===== src/rtl/dac7611_arbiter.sv =====
// Round-robin arbiter that shares one DAC7611 serial DAC among NUM_REQ requesters.
// Optional macro DAC_CLR_ON_RESET_EN: issue a DAC clear automatically after reset.
module dac7611_arbiter #(
  parameter int NUM_REQ     = 2,
  parameter int HALF_PERIOD = 2,
  parameter int LD_CYCLES   = 2,
  parameter int GAP_CYCLES  = 4,
  parameter int CLR_CYCLES  = 4
) (
  input  logic                   clk,
  input  logic                   reset,
  input  logic [NUM_REQ-1:0]     req_valid,
  input  logic [12*NUM_REQ-1:0]  req_data,
  output logic [NUM_REQ-1:0]     req_ready,
  input  logic                   clr_req,
  output logic                   clr_ack,
  output logic                   busy,
  output logic [2:0]             grant_id,
  output logic [3:0]             dac_signals_15
);

  localparam int PH_N  = 2 * HALF_PERIOD;
  localparam int MAX_A = (PH_N > LD_CYCLES) ? PH_N : LD_CYCLES;
  localparam int MAX_B = (MAX_A > GAP_CYCLES) ? MAX_A : GAP_CYCLES;
  localparam int MAX_C = (MAX_B > CLR_CYCLES) ? MAX_B : CLR_CYCLES;
  localparam int CNT_W = $clog2(MAX_C + 1);

  typedef logic [CNT_W-1:0] cnt_t;
  localparam cnt_t PH_LAST  = cnt_t'(PH_N - 1);
  localparam cnt_t HP_C     = cnt_t'(HALF_PERIOD);
  localparam cnt_t LD_LAST  = cnt_t'(LD_CYCLES - 1);
  localparam cnt_t GAP_LAST = cnt_t'((GAP_CYCLES > 0) ? GAP_CYCLES - 1 : 0);
  localparam cnt_t CLR_LAST = cnt_t'(CLR_CYCLES - 1);

  typedef enum logic [2:0] {S_IDLE, S_SHIFT, S_LOAD, S_GAP, S_CLEAR} state_t;

  state_t      state_q, state_d;
  cnt_t        cnt_q, cnt_d;
  logic [3:0]  bit_q, bit_d;
  logic [11:0] data_q, data_d;
  logic [2:0]  rr_q, rr_d;
  logic        pend_q, pend_d;
  logic [2:0]  gid_q, gid_d;
  logic        busy_q, busy_d;
  logic        ack_q, ack_d;
  logic [3:0]  dac_q, dac_d;

  logic [2:0]  gnt_idx;
  logic        gnt_found;
  logic [11:0] sel_data;
  logic        grant_now;

  // Two passes: indices above the pointer first, then wrap to the low ones.
  always_comb begin
    gnt_idx   = '0;
    gnt_found = 1'b0;
    sel_data  = '0;
    for (int i = 0; i < NUM_REQ; i++) begin
      if (!gnt_found && req_valid[i] && (3'(i) > rr_q)) begin
        gnt_found = 1'b1;
        gnt_idx   = 3'(i);
        sel_data  = req_data[12*i +: 12];
      end
    end
    for (int i = 0; i < NUM_REQ; i++) begin
      if (!gnt_found && req_valid[i] && (3'(i) <= rr_q)) begin
        gnt_found = 1'b1;
        gnt_idx   = 3'(i);
        sel_data  = req_data[12*i +: 12];
      end
    end
  end

  assign grant_now = (state_q == S_IDLE) && !pend_q && !clr_req && gnt_found;

  always_comb begin
    for (int i = 0; i < NUM_REQ; i++) begin
      req_ready[i] = grant_now && (gnt_idx == 3'(i));
    end
  end

  always_comb begin
    state_d = state_q;
    cnt_d   = cnt_q;
    bit_d   = bit_q;
    data_d  = data_q;
    rr_d    = rr_q;
    gid_d   = gid_q;
    pend_d  = pend_q | clr_req;
    case (state_q)
      S_IDLE: begin
        if (pend_q || clr_req) begin
          state_d = S_CLEAR;
          cnt_d   = '0;
        end else if (gnt_found) begin
          state_d = S_SHIFT;
          cnt_d   = '0;
          bit_d   = 4'd11;
          data_d  = sel_data;
          rr_d    = gnt_idx;
          gid_d   = gnt_idx;
        end
      end
      S_SHIFT: begin
        if (cnt_q == PH_LAST) begin
          cnt_d = '0;
          if (bit_q == 4'd0) state_d = S_LOAD;
          else               bit_d   = bit_q - 4'd1;
        end else begin
          cnt_d = cnt_q + cnt_t'(1);
        end
      end
      S_LOAD: begin
        if (cnt_q == LD_LAST) begin
          cnt_d   = '0;
          state_d = (GAP_CYCLES == 0) ? S_IDLE : S_GAP;
        end else begin
          cnt_d = cnt_q + cnt_t'(1);
        end
      end
      S_GAP: begin
        if (cnt_q == GAP_LAST) begin
          cnt_d   = '0;
          state_d = S_IDLE;
        end else begin
          cnt_d = cnt_q + cnt_t'(1);
        end
      end
      S_CLEAR: begin
        if (cnt_q == CLR_LAST) begin
          cnt_d   = '0;
          state_d = S_IDLE;
        end else begin
          cnt_d = cnt_q + cnt_t'(1);
        end
      end
      default: begin
        state_d = S_IDLE;
        cnt_d   = '0;
      end
    endcase

    if (state_d == S_CLEAR && state_q != S_CLEAR) pend_d = 1'b0;

    // Pins are decoded from next-state values so they land registered and in phase.
    busy_d = (state_d != S_IDLE);
    ack_d  = (state_d == S_CLEAR) && (cnt_d == CLR_LAST);
    case (state_d)
      S_SHIFT: dac_d = {(cnt_d >= HP_C), data_d[bit_d], 2'b11};
      S_LOAD:  dac_d = 4'b1101;
      S_CLEAR: dac_d = 4'b1110;
      default: dac_d = 4'b1111;
    endcase
  end

  always_ff @(posedge clk) begin
    if (reset) begin
      state_q <= S_IDLE;
      cnt_q   <= '0;
      bit_q   <= '0;
      data_q  <= '0;
      rr_q    <= 3'(NUM_REQ - 1);
`ifdef DAC_CLR_ON_RESET_EN
      pend_q  <= 1'b1;
`else
      pend_q  <= 1'b0;
`endif
      gid_q   <= '0;
      busy_q  <= 1'b0;
      ack_q   <= 1'b0;
      dac_q   <= 4'b1111;
    end else begin
      state_q <= state_d;
      cnt_q   <= cnt_d;
      bit_q   <= bit_d;
      data_q  <= data_d;
      rr_q    <= rr_d;
      pend_q  <= pend_d;
      gid_q   <= gid_d;
      busy_q  <= busy_d;
      ack_q   <= ack_d;
      dac_q   <= dac_d;
    end
  end

  assign clr_ack        = ack_q;
  assign busy           = busy_q;
  assign grant_id       = gid_q;
  assign dac_signals_15 = dac_q;

endmodule


===== config.mk =====
export PLATFORM = sky130hd
export DESIGN_NAME = dac7611_arbiter
export DESIGN_NICKNAME = d
export VERILOG_FILES = /design/src/rtl/dac7611_arbiter.sv
export SDC_FILE = /design/constraint.sdc
export NUM_CORES = 1
export LEC_CHECK = 0
export CAP_MARGIN = 20
export CORE_AREA = 4 4 61 63
export CTS_CLUSTER_SIZE = 16
export DETAILED_ROUTE_END_ITERATION = 6
export DIE_AREA = 0 0 65 67
export GPL_TIMING_DRIVEN = 0
export PLACE_DENSITY = 0.81
export SLEW_MARGIN = 30
export SYNTH_ARGS = -nofsm -noshare
export SYNTH_HDL_FRONTEND = slang
export SYNTH_SLANG_ARGS = --single-unit

===== constraint.sdc =====
create_clock -name clk -period 6.2 [get_ports clk]
set_clock_uncertainty 0.05 [all_clocks]
set_input_delay 1.24 -clock clk [delete_from_list [all_inputs] [get_ports clk]]
set_output_delay 1.24 -clock clk [all_outputs]
set_load 0.02 [all_outputs]

==> results of run 1 <==
through the flow:
stage / instances / cell area [µm²]
6_report: 276 / 2080
5_1_grt: 276 / 2080
3_3_place_gp: 268 / 2030
2_1_floorplan: 186 / 1610
3_5_place_dp: 268 / 2030
4_1_cts: 276 / 2080
worst max-delay path by stage:
stage	to	slack, ns	cells past startpoint
final	req_ready[1]	1.42	5
after global routing	req_ready[1]	1.23	5
after CTS	req_ready[1]	1.42	5
after detailed placement	req_ready[1]	1.43	5
after global placement	req_ready[1]	1.45	5
after floorplan	req_ready[1]	2.64	4
cell usage in the layout (no fill, tap or decap), types with 8 or more instances in the layout:
cell,netlist,final
nor2_1,24,24
clkdlybuf4s50_1,0,36
inv_1,15,15
nor3_1,10,10
clkbuf_1,7,9
dfxtp_1,31,31
nand2_1,8,8
kinds of logic (layout without fill, tap and decap cells):
logic type	after synthesis	in the layout
buffers and inverters	27	71
multiplexers	10	10
adder cells (fa/ha/maj)	5	5
other	1	2
AND/OR/NAND/NOR	63	63
AO/OA/AOI/OAI	48	48
flip-flops	31	31
routing by layer:
layer	GRT usage [%]	share of wire [%]
met1	22.9	43
met2	33.2	48
met3	5.73	7.5
met4	7.92	1.7
met5	0	0
area by class of cell:
cell class,instances,area [µm²]
buffer,12,62.6
clock buffer,7,45.0
clock inverter,1,5.00
fill,294,1160
inverter,15,56.3
multi-input combinational,128,868
sequential,31,621
tap,46,57.6
timing repair buffer,36,360
power groups by stage:
stage / Clock [µW] / Combinational, µW / Sequential [µW]
after global placement: 0 / 121 / 228
final: 113 / 123 / 224
after global routing: 127 / 137 / 226
after floorplan: 0 / 76.5 / 230
after detailed placement: 0 / 124 / 229
after CTS: 116 / 124 / 224
worst reg2reg max path, cell delays in order (launching register included):
cell and delay [ns]:
dfxtp_1 0.34, ha_1 0.22, ha_1 0.27, and4bb_1 0.28
and2_1 0.20, a211oi_2 0.52, nor2_1 0.08, a211oi_1 0.23
a211o_1 0.14, o311ai_2 0.11
state kept, by name, indices dropped and copies added (netlist names), 3 cells and up:
register	flops
state_q	3
cnt_q	3
bit_q	4
dac_signals_15	4
data_q	12
==> impl_metrics.tcl, run 1 <==
set metrics [dict create \
    cts_resized 0 \
    p_sw_share_pct 30.7 \
    core_um2 3230 \
    ys.flop_type "dfxtp_1" \
    cts_buffers 5 \
    reg2regPathDepth 9 \
    fin_setup_tns_ns 0 \
    clk_latency_ns 0.34 \
    p_per_area_nw_per_um2 222 \
    overflow 0 \
    nets 263 \
    p_switching_uw 141 \
    antenna_left 0 \
    drv_cap 0 \
    fp.dieH_um 67 \
    die_w_um 65 \
    antennaDiodeCount 0 \
    fmax_mhz 209 \
    slew_headroom_pct 60.5 \
    clk_pin_slew_ns 0.09 \
    critPathLaunchType "input port" \
    crit_path_start "req_valid[1]" \
    critPathMaxStageDelay_ns 0.62 \
    critPathBufInv 3 \
    synth_commonest_cells "31 x dfxtp_1, 24 x nor2_1, 15 x inv_1" \
    drv_slew 0 \
    r2r-start "cnt_q[0]" \
    synth_compound_area_share_pct 23.2 \
    clockPowerShare_pct 24.5 \
    path_cells "clkdlybuf4s50_1, a21boi_0, buf_2, and3_1, clkdlybuf4s50_1" \
    finalSetupViolCount 0 \
    first_iter_violations 101 \
    synth.top_cell.area_share_pct 38.7 \
    postCtsSetupRepairBufs 0 \
    first_pass_iters 4 \
    synth-xor-area-share_pct 0 \
    power_leakage_uw 0.000807 \
    worstSetupEndpointType "output pin" \
    dieArea_um2 4360 \
    synth_top_family_by_area "compound AO/OA/AOI/OAI gates" \
    wl_per_cell_um 13.4 \
    max_slew.worst_pin.slew_ns 0.587 \
    drc 0 \
    post-place-ws_ns 1.43 \
    hold_slack_ns 0.435 \
    cts_tree "done" \
    ys_top_cells_by_area "dfxtp_1 39%, nor2_1 5.6%, ha_1 3.9%, mux2i_1 3.7%, inv_1 3.5%" \
    syn2layout_area_growth_pct 29.4 \
    yosys_warnings 0 \
    pin_count 40 \
    min_to "data_q[5]" \
    antenna_found_initial 0 \
    grt_pass1_wl_um 6420 \
    cts_root_buf "clkbuf_4" \
    syn_area_um2 1600 \
    synthMuxAreaShare_pct 6.79 \
    arrival_ns 3.49 \
    worst_slack_ns 1.42 \
    rows 21 \
    hold_depth 2 \
    hp-class "register to register" \
    cp_top_family "buffers and inverters" \
    grt_pass1_vias 1460 \
    final_hold_viol_count 0 \
    num_vias 1502 \
    worstSetupPathType "input port to output pin" \
    status "finished clean" \
    cts_max_level 2 \
    synthSimpleGateAreaFrac_pct 19.7 \
    grt_max_degree 11 \
    io_buffers 36 \
    r2r_end "dac_signals_15[2]" \
    clock-sinks 31 \
    routabilityCongestion 0.852 \
    crit_required_ns 4.91 \
    clk_path_buf_depth 2 \
    hp-start "data_q[5]" \
    synth_seq_cells 31 \
    combPwrFrac_pct 26.8 \
    drt_wl_total_um 3710 \
    place_hpwl_um 2930 \
    intPower_uw 319 \
    synth-seq-area-share_pct 38.7 \
    rsz0062_at_grt "false" \
    drive_above_1_share_pct 7.83 \
    start_util_pct 49.6 \
    path_max_fanout 10 \
    synthAdderAreaFrac_pct 3.90 \
    ctsHoldBuffers 0 \
    fin_crit_ns 4.78 \
    synth_cells 185 \
    power_frac_seq_pct 48.6 \
    ys_types 47 \
    finish.utilization_pct 64.2 \
    crit_slowest_cell "clkdlybuf4s50_1" \
    crit_top_cell "clkdlybuf4s50_1" \
    finalPower_uw 460 \
    synth_most_common_cell "dfxtp_1" \
    synth_largest_area_cell "dfxtp_1" \
    peakVddDrop_mv 0.105 \
    postSynthAreaPerCell_um2 8.67 \
    synth_edf_count 0 \
    fin_crit_sh_pct 77.1 \
    async_flop_share_pct 0 \
    viasPerCell 5.44 \
    rrSetupSlack_ns 3.60 \
    grt.total_usage_pct 19.5 \
]
Power figures use the tool's default switching activity.
==> run 2, diff against run 1 <==
Settings changed: CORE_AREA 4 4 61 63 to 4 4 63 65, DIE_AREA 0 0 65 67 to 0 0 67 69, PLACE_DENSITY 0.81 to 0.77.
Clock period 6.2 ns to 4.5 ns, I/O delays scaled along.
==> run 2 against run 1 <==
Net effect: sequential cell count is the same; die area up 6.2%; clock-buffer cell count did not move; largest power group unchanged; highest routed layer unchanged.
==> impl_metrics.tcl, run 2 (synthesized netlist as in run 1, its figures left out) <==
set metrics [dict create \
    status "finished clean" \
    fin_cells 276 \
    cts_tree "done" \
    layout_common_cells "36 x clkdlybuf4s50_1, 31 x dfxtp_1, 24 x nor2_1" \
    die_w_um 67 \
    ctsHoldBuffers 0 \
    power_frac_seq_pct 48.9 \
    wl_per_cell_um 13.6 \
    p_per_area_nw_per_um2 304 \
    grt_max_degree 11 \
    clk_pin_slew_ns 0.09 \
    p_switching_uw 193 \
    cts_buffers 5 \
    rows 21 \
    worstSetupEndpointType "output pin" \
    fin_crit_sh_pct 92.9 \
    combPwrFrac_pct 26.9 \
    cts_resized 0 \
    finalSetupViolCount 0 \
    grt.total_usage_pct 17.3 \
    drive_above_1_share_pct 7.83 \
    fmax_mhz 239 \
    num_vias 1468 \
    clockPowerShare_pct 24.3 \
    clk_path_buf_depth 2 \
    first_pass_iters 4 \
    dieArea_um2 4620 \
    grt_pass1_vias 1368 \
    hp-class "register to register" \
    antenna_left 0 \
    antennaDiodeCount 0 \
    fp.dieH_um 69 \
    cts_root_buf "clkbuf_4" \
    syn2layout_area_growth_pct 29.4 \
    nets 263 \
    path_max_fanout 10 \
    dp.cells 268 \
    crit_required_ns 3.55 \
    hold_slack_ns 0.433 \
    first_iter_violations 63 \
    slew_headroom_pct 58.2 \
    fin_crit_ns 4.18 \
    core_um2 3340 \
    drt_wl_total_um 3760 \
    routabilityCongestion 0.808 \
    critPathLaunchType "input port" \
    drv_slew 0 \
    cts_max_level 2 \
    antenna_found_initial 0 \
    p_sw_share_pct 30.5 \
    place_hpwl_um 2900 \
    max_slew.worst_pin.slew_ns 0.621 \
    largest_reg_flops 12 \
    arrival_ns 3.23 \
    final_common_cell "clkdlybuf4s50_1" \
    drv_cap 0 \
    postCtsSetupRepairBufs 0 \
    grt_pass1_wl_um 6120 \
    peakVddDrop_mv 0.133 \
    rsz0062_at_grt "false" \
    io_buffers 36 \
    start_util_pct 48.1 \
    worstSetupPathType "input port to output pin" \
    intPower_uw 439 \
    final_hold_viol_count 0 \
    overflow 0 \
    finalPower_uw 632 \
    clock-sinks 31 \
    viasPerCell 5.32 \
    pin_count 40 \
    fin_setup_tns_ns 0 \
    power_leakage_uw 0.000807 \
    top_register "data_q" \
    fill_cells 315 \
    clk_latency_ns 0.33 \
    drc 0 \
]
## run 2: final cells by class
cell class / instances / area [µm²] / area share (%)
clock inverters: 1 / 5.00 / 0.241
clock buffers: 7 / 45.0 / 2.17
flip-flops and latches: 31 / 621 / 29.9
repair buffers: 36 / 360 / 17.4
well taps: 46 / 57.6 / 2.77
plain buffers: 12 / 62.6 / 3.01
multi-input cells: 128 / 868 / 41.8
inverters: 15 / 56.3 / 2.71
## run 2: stage by stage
| stage | cell area [µm²] | utilization [%] | worst slack (ns) |
|---|---|---|---|
| after floorplan | 1610 | - | 1.62 |
| after global placement | 2030 | 60.7 | 0.388 |
| after detailed placement | 2030 | 60.7 | 0.345 |
| after CTS | 2080 | 62.2 | 0.338 |
| after global routing | 2080 | 62.2 | 0.240 |
| final | 2080 | 62.2 | 0.320 |
## run 2: power groups by stage
stage          Sequential (µW)  Clock [µW]  Combinational (µW)
6_report                   309         153                 170
5_1_grt                    312         171                 188
4_1_cts                    309         160                 171
3_5_place_dp               315           0                 170
3_3_place_gp               314           0                 168
2_1_floorplan              317           0                 105
## run 2: worst max-delay path: stages
cell and delay (ns):
clkdlybuf4s50_1 0.58, a21boi_0 0.55, buf_2 0.33, and3_1 0.24, clkdlybuf4s50_1 0.62
## run 2: path summary, 6_finish.rpt
kind / end / startpoint / depth (start not counted) / slack [ns]
hold / removal: data_q[7] / data_q[7] / 2 / 0.43
setup / recovery: req_ready[1] / req_valid[1] / 5 / 0.32
hold reg to reg: data_q[7] / data_q[7] / 2 / 0.43
setup reg to reg: dac_signals_15[2] / cnt_q[0] / 9 / 1.91
## run 2: routing by layer
layer  global-route usage (%)  vias to the layer above  wire [µm]
met3                     5.36                        8        292
met2                     27.1                       50       1750
met5                        0                        -          0
met4                     6.53                        0         65
li1                         -                      749          -
met1                     21.9                      661       1650
==> run 3, diff against run 2 <==
Settings changed: TNS_END_PERCENT from default to 50.
==> results of run 3 <==
Same layout as run 2: the final DEF is identical, and so are final timing and power.
